### config.mk
export PLATFORM = sky130hd
export DESIGN_NAME = si5341_cfg_seq_flat
export DESIGN_NICKNAME = d
export VERILOG_FILES = /design/src/rtl/si5341_cfg_pkg.sv /design/src/rtl/si5341_cfg_seq_if.sv /design/src/rtl/si5341_cfg_seq.sv /design/src/flat_wrapper.sv
export SDC_FILE = /design/constraint.sdc
export NUM_CORES = 1
export LEC_CHECK = 0
export ABC_AREA = 0
export CORE_AREA = 4 4 136 138
export CTS_CLUSTER_DIAMETER = 50
export DETAILED_ROUTE_END_ITERATION = 8
export DIE_AREA = 0 0 140 142
export PLACE_DENSITY = 0.64
export SYNTH_ARGS = -nofsm -noshare
export SYNTH_HDL_FRONTEND = slang
export SYNTH_SLANG_ARGS = --single-unit
### constraint.sdc
create_clock -name clk -period 7.1 [get_ports clk]
set_clock_uncertainty 0.15 [all_clocks]
set_input_delay 2.13 -clock clk [delete_from_list [all_inputs] [get_ports clk]]
set_output_delay 2.13 -clock clk [all_outputs]
set_load 0.005 [all_outputs]
### src/rtl/si5341_cfg_pkg.sv
// Shared definitions for the Si5341A configuration sequencer: FSM state codes,
// register-table entry layout and the byte-ordering helper for I2C writes.
package si5341_cfg_pkg;

  typedef logic [3:0] state_t;

  localparam state_t IDLE    = 4'd0;
  localparam state_t FETCH   = 4'd1;
  localparam state_t DECODE  = 4'd2;
  localparam state_t PAGE_TX = 4'd3;
  localparam state_t REG_TX  = 4'd4;
  localparam state_t GAP     = 4'd5;
  localparam state_t DELAY   = 4'd6;
  localparam state_t NEXT    = 4'd7;
  localparam state_t DONE    = 4'd8;

  localparam logic [7:0] PAGE_REG   = 8'h01;
  localparam logic [7:0] DELAY_MARK = 8'hFF;

  localparam int PAGE_HI = 23;
  localparam int PAGE_LO = 16;
  localparam int REG_HI  = 15;
  localparam int REG_LO  = 8;
  localparam int DATA_HI = 7;
  localparam int DATA_LO = 0;

  typedef struct packed {
    logic [7:0] page;
    logic [7:0] reg_addr;
    logic [7:0] data;
  } entry_t;

  // A page-select write is {dev, 0x01, page}; a register write is {dev, reg, data}.
  function automatic logic [7:0] tx_byte(input logic is_page, input logic [1:0] pos,
                                         input entry_t e, input logic [7:0] dev);
    logic [7:0] b;
    case (pos)
      2'd0:    b = dev;
      2'd1:    b = is_page ? PAGE_REG : e.reg_addr;
      default: b = is_page ? e.page : e.data;
    endcase
    return b;
  endfunction

endpackage

### src/rtl/si5341_cfg_seq_if.sv
// Byte-write handshake between the configuration sequencer and i2c_ctrl.
interface si5341_cfg_seq_if;
  logic       wr_req;
  logic [7:0] wr_data;
  logic       wr_done;
  logic       rd_req;

  modport master (output wr_req, output wr_data, output rd_req, input wr_done);
  modport slave  (input wr_req, input wr_data, input rd_req, output wr_done);
endinterface

### src/rtl/si5341_cfg_seq.sv
// Walks the Si5341A register table and feeds i2c_ctrl one 3-byte write at a time,
// inserting page-select writes on page changes and honouring delay markers.
module si5341_cfg_seq
  import si5341_cfg_pkg::*;
#(
  parameter int         SYS_CLK    = 50_000_000,
  parameter logic [7:0] DEV_ADDR   = 8'hE8,
  parameter int         TABLE_LEN  = 16,
  parameter int         AW         = (TABLE_LEN > 1) ? $clog2(TABLE_LEN) : 1,
  parameter int         GAP_CYCLES = 250,
  parameter int         DELAY_UNIT = SYS_CLK / 1000
) (
  input  logic                   clk,
  input  logic                   rst_n,
  input  logic                   start,
  output logic [AW-1:0]          tbl_addr,
  input  logic [23:0]            tbl_data,
  si5341_cfg_seq_if.master       i2c,
  output logic                   busy,
  output logic                   cfg_done
);

  localparam int DW = 16 + $clog2(DELAY_UNIT);
  localparam int GW = (GAP_CYCLES > 1) ? $clog2(GAP_CYCLES + 1) : 1;
  localparam logic [DW-1:0] DU_W     = DW'(DELAY_UNIT);
  localparam logic [DW-1:0] DLY_TAIL = DW'(3);
  localparam logic [AW-1:0] LAST_IDX = AW'(TABLE_LEN - 1);

  state_t          state;
  logic [AW-1:0]   idx;
  entry_t          entry;
  logic [7:0]      cur_page;
  logic            page_valid;
  logic [1:0]      byte_cnt;
  logic [GW-1:0]   gap_cnt;
  logic [DW-1:0]   dly_cnt;
  logic [DW-1:0]   dly_load;
  logic            gap_to_reg;
  logic            armed;
  logic            start_ok;

  assign i2c.rd_req = 1'b0;
  assign dly_load   = DW'(tbl_data[REG_HI:DATA_LO]) * DU_W;
  assign start_ok   = start && armed;

  // armed stays low for the first edge after reset so a start coincident with release is dropped.
  // The delay countdown stops at 3 because fetch, decode and next already account for three cycles.
  always_ff @(posedge clk or negedge rst_n) begin
    if (!rst_n) begin
      state       <= IDLE;
      idx         <= '0;
      tbl_addr    <= '0;
      entry       <= '0;
      cur_page    <= 8'h00;
      page_valid  <= 1'b0;
      byte_cnt    <= 2'd0;
      gap_cnt     <= '0;
      dly_cnt     <= '0;
      gap_to_reg  <= 1'b0;
      armed       <= 1'b0;
      i2c.wr_req  <= 1'b0;
      i2c.wr_data <= 8'h00;
      busy        <= 1'b0;
      cfg_done    <= 1'b0;
    end else begin
      armed <= 1'b1;
      case (state)
        IDLE, DONE: begin
          if (start_ok) begin
            state      <= FETCH;
            idx        <= '0;
            tbl_addr   <= '0;
            busy       <= 1'b1;
            cfg_done   <= 1'b0;
            page_valid <= 1'b0;
          end
        end
        FETCH: state <= DECODE;
        DECODE: begin
          entry <= tbl_data;
          if (tbl_data[PAGE_HI:PAGE_LO] == DELAY_MARK) begin
            dly_cnt <= dly_load;
            state   <= (dly_load == '0) ? NEXT : DELAY;
          end else begin
            state       <= (!page_valid || tbl_data[PAGE_HI:PAGE_LO] != cur_page) ? PAGE_TX : REG_TX;
            i2c.wr_req  <= 1'b1;
            i2c.wr_data <= DEV_ADDR;
            byte_cnt    <= 2'd0;
          end
        end
        PAGE_TX, REG_TX: begin
          if (i2c.wr_done) begin
            if (byte_cnt == 2'd2) begin
              i2c.wr_req <= 1'b0;
              state      <= GAP;
              gap_cnt    <= GW'(GAP_CYCLES - 1);
              gap_to_reg <= (state == PAGE_TX);
              if (state == PAGE_TX) begin
                cur_page   <= entry.page;
                page_valid <= 1'b1;
              end
            end else begin
              byte_cnt    <= byte_cnt + 2'd1;
              i2c.wr_data <= tx_byte(state == PAGE_TX, byte_cnt + 2'd1, entry, DEV_ADDR);
            end
          end
        end
        GAP: begin
          if (gap_cnt == '0) begin
            if (gap_to_reg) begin
              state       <= REG_TX;
              gap_to_reg  <= 1'b0;
              i2c.wr_req  <= 1'b1;
              i2c.wr_data <= DEV_ADDR;
              byte_cnt    <= 2'd0;
            end else begin
              state <= NEXT;
            end
          end else begin
            gap_cnt <= gap_cnt - 1'b1;
          end
        end
        DELAY: begin
          if (dly_cnt <= DLY_TAIL) begin
            state <= NEXT;
          end else begin
            dly_cnt <= dly_cnt - 1'b1;
          end
        end
        NEXT: begin
          if (idx == LAST_IDX) begin
            state    <= DONE;
            busy     <= 1'b0;
            cfg_done <= 1'b1;
          end else begin
            idx      <= idx + 1'b1;
            tbl_addr <= idx + 1'b1;
            state    <= FETCH;
          end
        end
        default: state <= IDLE;
      endcase
    end
  end

endmodule

### src/flat_wrapper.sv
// flat-port wrapper written by rule: the top's interface ports become plain ports
module si5341_cfg_seq_flat import si5341_cfg_pkg::*;
#(
  parameter int         SYS_CLK    = 50_000_000,
  parameter logic [7:0] DEV_ADDR   = 8'hE8,
  parameter int         TABLE_LEN  = 16,
  parameter int         AW         = (TABLE_LEN > 1) ? $clog2(TABLE_LEN) : 1,
  parameter int         GAP_CYCLES = 250,
  parameter int         DELAY_UNIT = SYS_CLK / 1000
)
  (clk, rst_n, start, tbl_addr, tbl_data, busy, cfg_done, i2c_wr_req, i2c_wr_data, i2c_rd_req, i2c_wr_done);
  si5341_cfg_seq_if i2c_i ();
  input  logic clk;
  input  logic rst_n;
  input  logic start;
  output logic [AW-1:0] tbl_addr;
  input  logic [23:0] tbl_data;
  output logic busy;
  output logic cfg_done;
  output wire logic [$bits(i2c_i.wr_req)-1:0] i2c_wr_req;
  output wire logic [$bits(i2c_i.wr_data)-1:0] i2c_wr_data;
  output wire logic [$bits(i2c_i.rd_req)-1:0] i2c_rd_req;
  input wire logic [$bits(i2c_i.wr_done)-1:0] i2c_wr_done;
  assign i2c_wr_req = i2c_i.wr_req;
  assign i2c_wr_data = i2c_i.wr_data;
  assign i2c_rd_req = i2c_i.rd_req;
  assign i2c_i.wr_done = i2c_wr_done;
  si5341_cfg_seq #(.SYS_CLK(SYS_CLK), .DEV_ADDR(DEV_ADDR), .TABLE_LEN(TABLE_LEN), .AW(AW), .GAP_CYCLES(GAP_CYCLES), .DELAY_UNIT(DELAY_UNIT)) u_core (.clk(clk), .rst_n(rst_n), .start(start), .tbl_addr(tbl_addr), .tbl_data(tbl_data), .i2c(i2c_i), .busy(busy), .cfg_done(cfg_done));
endmodule
## Word-level counts from Yosys, hierarchy flattened

Cells that the tools add are included.

- Register bits after elaboration: 96
- Logic and storage cells: 129

- Multiply operators: 1
- Equal/unequal tests: 27
- Reduce and logical (&&, ||, !) cells: 24
- Muxes and demuxes: 56
- Magnitude comparators: 1
- Add/sub/neg operators: 4

Operators by type and width:

| kind | number |
|---|---|
| $mux W8 | 10 |
| $mux W32 | 2 |
| $pmux W32 S2 | 1 |
| $mux W4 | 9 |
| $le A32 B2 Y1 const B | 1 |
| $logic_not A32 Y1 | 1 |
| $pmux W8 S2 | 2 |
| $sub A32 B1 Y32 const B | 1 |
| $mul A16 B12 Y28 const B | 1 |
| $pmux W4 S7 | 1 |
| $pmux W8 S3 | 1 |
| $eq A4 B3 Y1 const B | 4 |
| $mux W1 | 16 |
| $ne A2 B1 Y1 const B | 8 |
| $mux W2 | 6 |
| $ne A2 B2 Y1 const B | 6 |
| $reduce_and A4 Y1 | 3 |
| $reduce_and A6 Y1 | 2 |
| $reduce_and A5 Y1 | 2 |
| $reduce_and A3 Y1 | 3 |
| $eq A4 B2 Y1 const B | 2 |
| $eq A4 B4 Y1 const B | 2 |
| $eq A8 B8 Y1 const B | 1 |
| $logic_not A8 Y1 | 1 |
| 20 further kinds | 27 |

## Depth between registers and ports, before layout

- Word-level depth: 6
- Depth in mapped cells: 19
- Gate-level depth less buffers: 19

## Least setup slack after synthesis

Ideal clock, no wire load.

- Path type: input -> register
- Start: input port tbl_data[4]
- End: register u_core.state[0]
- Stages on the path: 17
- Setup slack: 0.156 ns
- Required time: 6.884 ns
- Data arrival time: 6.728 ns
- Cells stage by stage: ha_1 -> ha_1 -> inv_1 -> fa_1 -> fa_1 -> fa_1 -> inv_1 -> ha_1 -> and2_1 -> and3_1 -> a21o_1 -> nor2_1 -> o21a_1 -> o311ai_0 -> or4_1 -> or4_1 -> nand2_1

- Word-level cells in the longest chain between the ends: 5

RTL lines:

| what | RTL line | text |
|---|---|---|
| start: declaration | flat_wrapper.sv:17 | `input logic [23:0] tbl_data;` |
| $mul A16 B12 Y28 | si5341_cfg_seq.sv:43 | `assign dly_load = DW'(tbl_data[REG_HI:DATA_LO]) * DU_W;` |
| $logic_not A32 Y1 | si5341_cfg_seq.sv:83 | `state <= (dly_load == '0) ? NEXT : DELAY;` |
| $mux W1 | si5341_cfg_seq.sv:83 |  |
| $mux W4 | si5341_cfg_seq.sv:81 | `if (tbl_data[PAGE_HI:PAGE_LO] == DELAY_MARK) begin` |
| $pmux W4 S7 | si5341_cfg_seq.sv:67 | `case (state)` |
| end signal: assignment | si5341_cfg_seq.sv:83 |  |
| end signal: assignment | si5341_cfg_seq.sv:85 | `state <= (!page_valid \|\| tbl_data[PAGE_HI:PAGE_LO] != cur_page) ? PAGE_TX : REG_TX;` |
| end: declaration | si5341_cfg_seq.sv:29 | `state_t state;` |

Every way passes these cells.
A chain may end at the register's enable or synchronous reset.

## Worst setup path after layout

- Start: input port tbl_data[5]
- End: register u_core.state[0]

The elaborated chain is that of the path after synthesis.

==> metrics.txt <==
largest net degree at the start of global routing 61; post-synth cell types 69; Crit Reg-Reg Startpoint u_core.dly_cnt[14]; Placement Setup Slack -0.5498 ns; Pleak 4.999 nW; Hold Crit Depth 2; Clock Tree Root clkbuf_16; MaxCap Viol Count 0; Die ar. 0.01988 mm2; final setup fails 0; Post-synth EDFFs 0; vias in the first global route 7002; all-layer global routing usage 21.63%; Yosys reg bits 96; Worst-Skew Late Latency 0.36 ns; synthesized instance count 917; Layout fillers 1509; final core occ 60.89%; critical path fanouts, max 4; r2r setup slk 3.07 ns; H-tree levels 3; minimum clock period 6.918 ns; CP required 7.25 ns; worst vdd ir 224.1 uV; Metal-1 WL 10220 um; register area share after synthesis 28.28%; Layout area overhead 23.13%; Largest regs u_core.dly_cnt: 32 flops, u_core.entry: 24 flops; worst-case clock buffer depth 2; crit path launch type input pin; Top reg by flops u_core.dly_cnt; Post-Syn Nets 1098; min-delay worst type register to register; first-pass GRT wire length 35160 um; Top Layer Used met4; max_slew headroom 26.06%; actual slew at the worst max-slew pin 1.100 ns; first-pass iteration count of the detailed router 5; wire length on met3 681 um; syn_area_per_cell 9.263 um2; worst setup margin 0.1824 ns; Crit. End Element register; DPL Wire Length 16440 um; die width 140 um; Final Power 4.706 mW; routed len/inst 16.30 um; met2 WL post-DR 9749 um; Slew Viols, Final 0; Clock Pin Slew Worst Setup and Hold Paths 0.07 ns; via count 7082; Hold Startpoint u_core.dly_cnt[29]; R2R cell count 7; hold path endpoint u_core.dly_cnt[29]; Die H 142 um; final RePlAce weighted congestion 0.8661; Rows 48; clock sinks 96; Setup CP Type input pin to register; count leader, synth ha_1; crit path DAT 7.07 ns; Hold Fails Final Rpt 0; antenna-violating nets left 0; Cell Area, Synth 0.008494 mm2; routed vias/inst 5.528; # DRC 0; CTS tree done; pwr/cell area 450.0 mW/mm2; Commonest cells post-synth ha_1 (109), inv_1 (103), dfrtp_1 (96), nor2_1 (65); Final Cycle Share 97.43%; CORE AREA 0.01718 mm2; hold_buf cts 0; Yosys top cell area share 28.28%; # IOs 44; port bufs 42; most area-consuming cells after synthesis dfrtp_1 (28%), ha_1 (16%), fa_1 (10%); Max Clock Freq 144.6 MHz; DRT Wirelength 20880 um; R2R Path End u_core.dly_cnt[9]; initial core utilization 49.45%; Post-synth top flop dfrtp_1; 1st-iter DRT viols 544; NumNets Final 1232; max FFs per register 32; overflow left after global routing 0; initial antenna violation count 0; Antenna Diode Count 0; outcome finished, final reports clean; CTS Buf Count 9; Synth async-reset ratio 100.0%; Syn. warnings 0; layout cells sized above 1 19.79%; Synth area leader dfrtp_1
==> power by group <==
| group | leakage [nW] | internal [mW] | switching [mW] | total [mW] |
|---|---|---|---|---|
| Combinational | 3.68 | 1.59 | 1.57 | 3.17 |
| Sequential | 1.16 | 0.788 | 0.216 | 1.00 |
| Clock | 0.161 | 0.307 | 0.228 | 0.535 |
==> worst max path at each step <==
stage | from | endpoint | slack [ns] | cells past startpoint
after CTS | tbl_data[1] | u_core.state[0] | 0.002 | 18
after global routing | tbl_data[5] | u_core.state[0] | -0.06 | 21
after global placement | tbl_data[3] | u_core.state[0] | -0.52 | 18
final | tbl_data[5] | u_core.state[0] | 0.18 | 20
after floorplan | tbl_data[4] | u_core.state[0] | 0.16 | 17
after detailed placement | tbl_data[4] | u_core.state[0] | -0.55 | 18
==> metrics by stage <==
stage | TNS (ns) | hold WS [ns] | area [um2] | std cells
floorplan | 0 | 0.2960 | 8494 | 917
global placement | -1.503 | 0.3115 | 9861 | 1263
detailed placement | -1.683 | 0.3216 | 9861 | 1263
CTS | 0 | 0.3386 | 10220 | 1279
global route | -0.06215 | 0.3677 | 10460 | 1281
finish | 0 | 0.3317 | 10460 | 1281
==> critical path: stages <==
cell	delay, ns
dlygate4sd2_1	0.26
buf_4	0.16
ha_1	0.29
ha_2	0.19
inv_1	0.06
fa_1	0.56
fa_1	0.45
fa_1	0.54
inv_1	0.04
ha_1	0.32
and4_4	0.23
and2_1	0.14
o2111a_2	0.24
nor2_4	0.05
buf_4	0.13
xnor2_1	0.15
a2111oi_2	0.36
nand4_1	0.16
or4_1	0.52
nand2_1	0.08
==> cell families (layout without fill, tap and decap cells) <==
logic type | after synthesis | after routing | share of synthesized area [%]
flip-flops | 96 | 96 | 28.28
AND/OR/NAND/NOR | 241 | 241 | 14.10
adder cells (fa/ha/maj) | 153 | 153 | 26.43
XOR/XNOR | 30 | 30 | 3.093
multiplexers | 45 | 45 | 5.804
other | 2 | 2 | 0.08841
buffers and inverters | 131 | 270 | 6.216
AO/OA/AOI/OAI | 219 | 219 | 16.00
==> placed cells by master (no fill, tap or decap), types with 11 or more instances in the layout <==
master and n:
mux2_2 34, nand3_1 13, o21ai_0 60, nor3_1 22, ha_1 95, a21o_1 12
mux2i_1 11, nor2_1 64, xnor2_1 20, a21oi_1 60, inv_1 102, nand2_1 62
buf_4 110, dlymetal6s2s_1 11, fa_1 44, clkdlybuf4s50_1 27, dfrtp_1 96, ha_4 11
nor4_1 12
==> routing by layer <==
layer / track usage, % / up-vias
li1: - / 3499
met1: 31.50 / 3445
met2: 34.62 / 120
met3: 3.293 / 18
met4: 4.488 / 0
met5: 0 / -
==> cell type report <==
cell class | instances | area [um2] | area share [%]
clock buffers | 12 | 266.5 | 2.548
clock inverters | 4 | 58.81 | 0.5623
inverters | 103 | 386.6 | 3.697
multi-input cells | 690 | 5803 | 55.49
flip-flops and latches | 96 | 2402 | 22.97
well taps | 225 | 281.5 | 2.692
repair buffers | 151 | 1260 | 12.05
==> repair_timing <==
item	in CTS	in global routing
setup endpoints to repair	1	5
pin swaps	5	16
setup buffers	0	2
resized for setup	12	39
No activity file was read; power rests on OpenSTA's default activity.
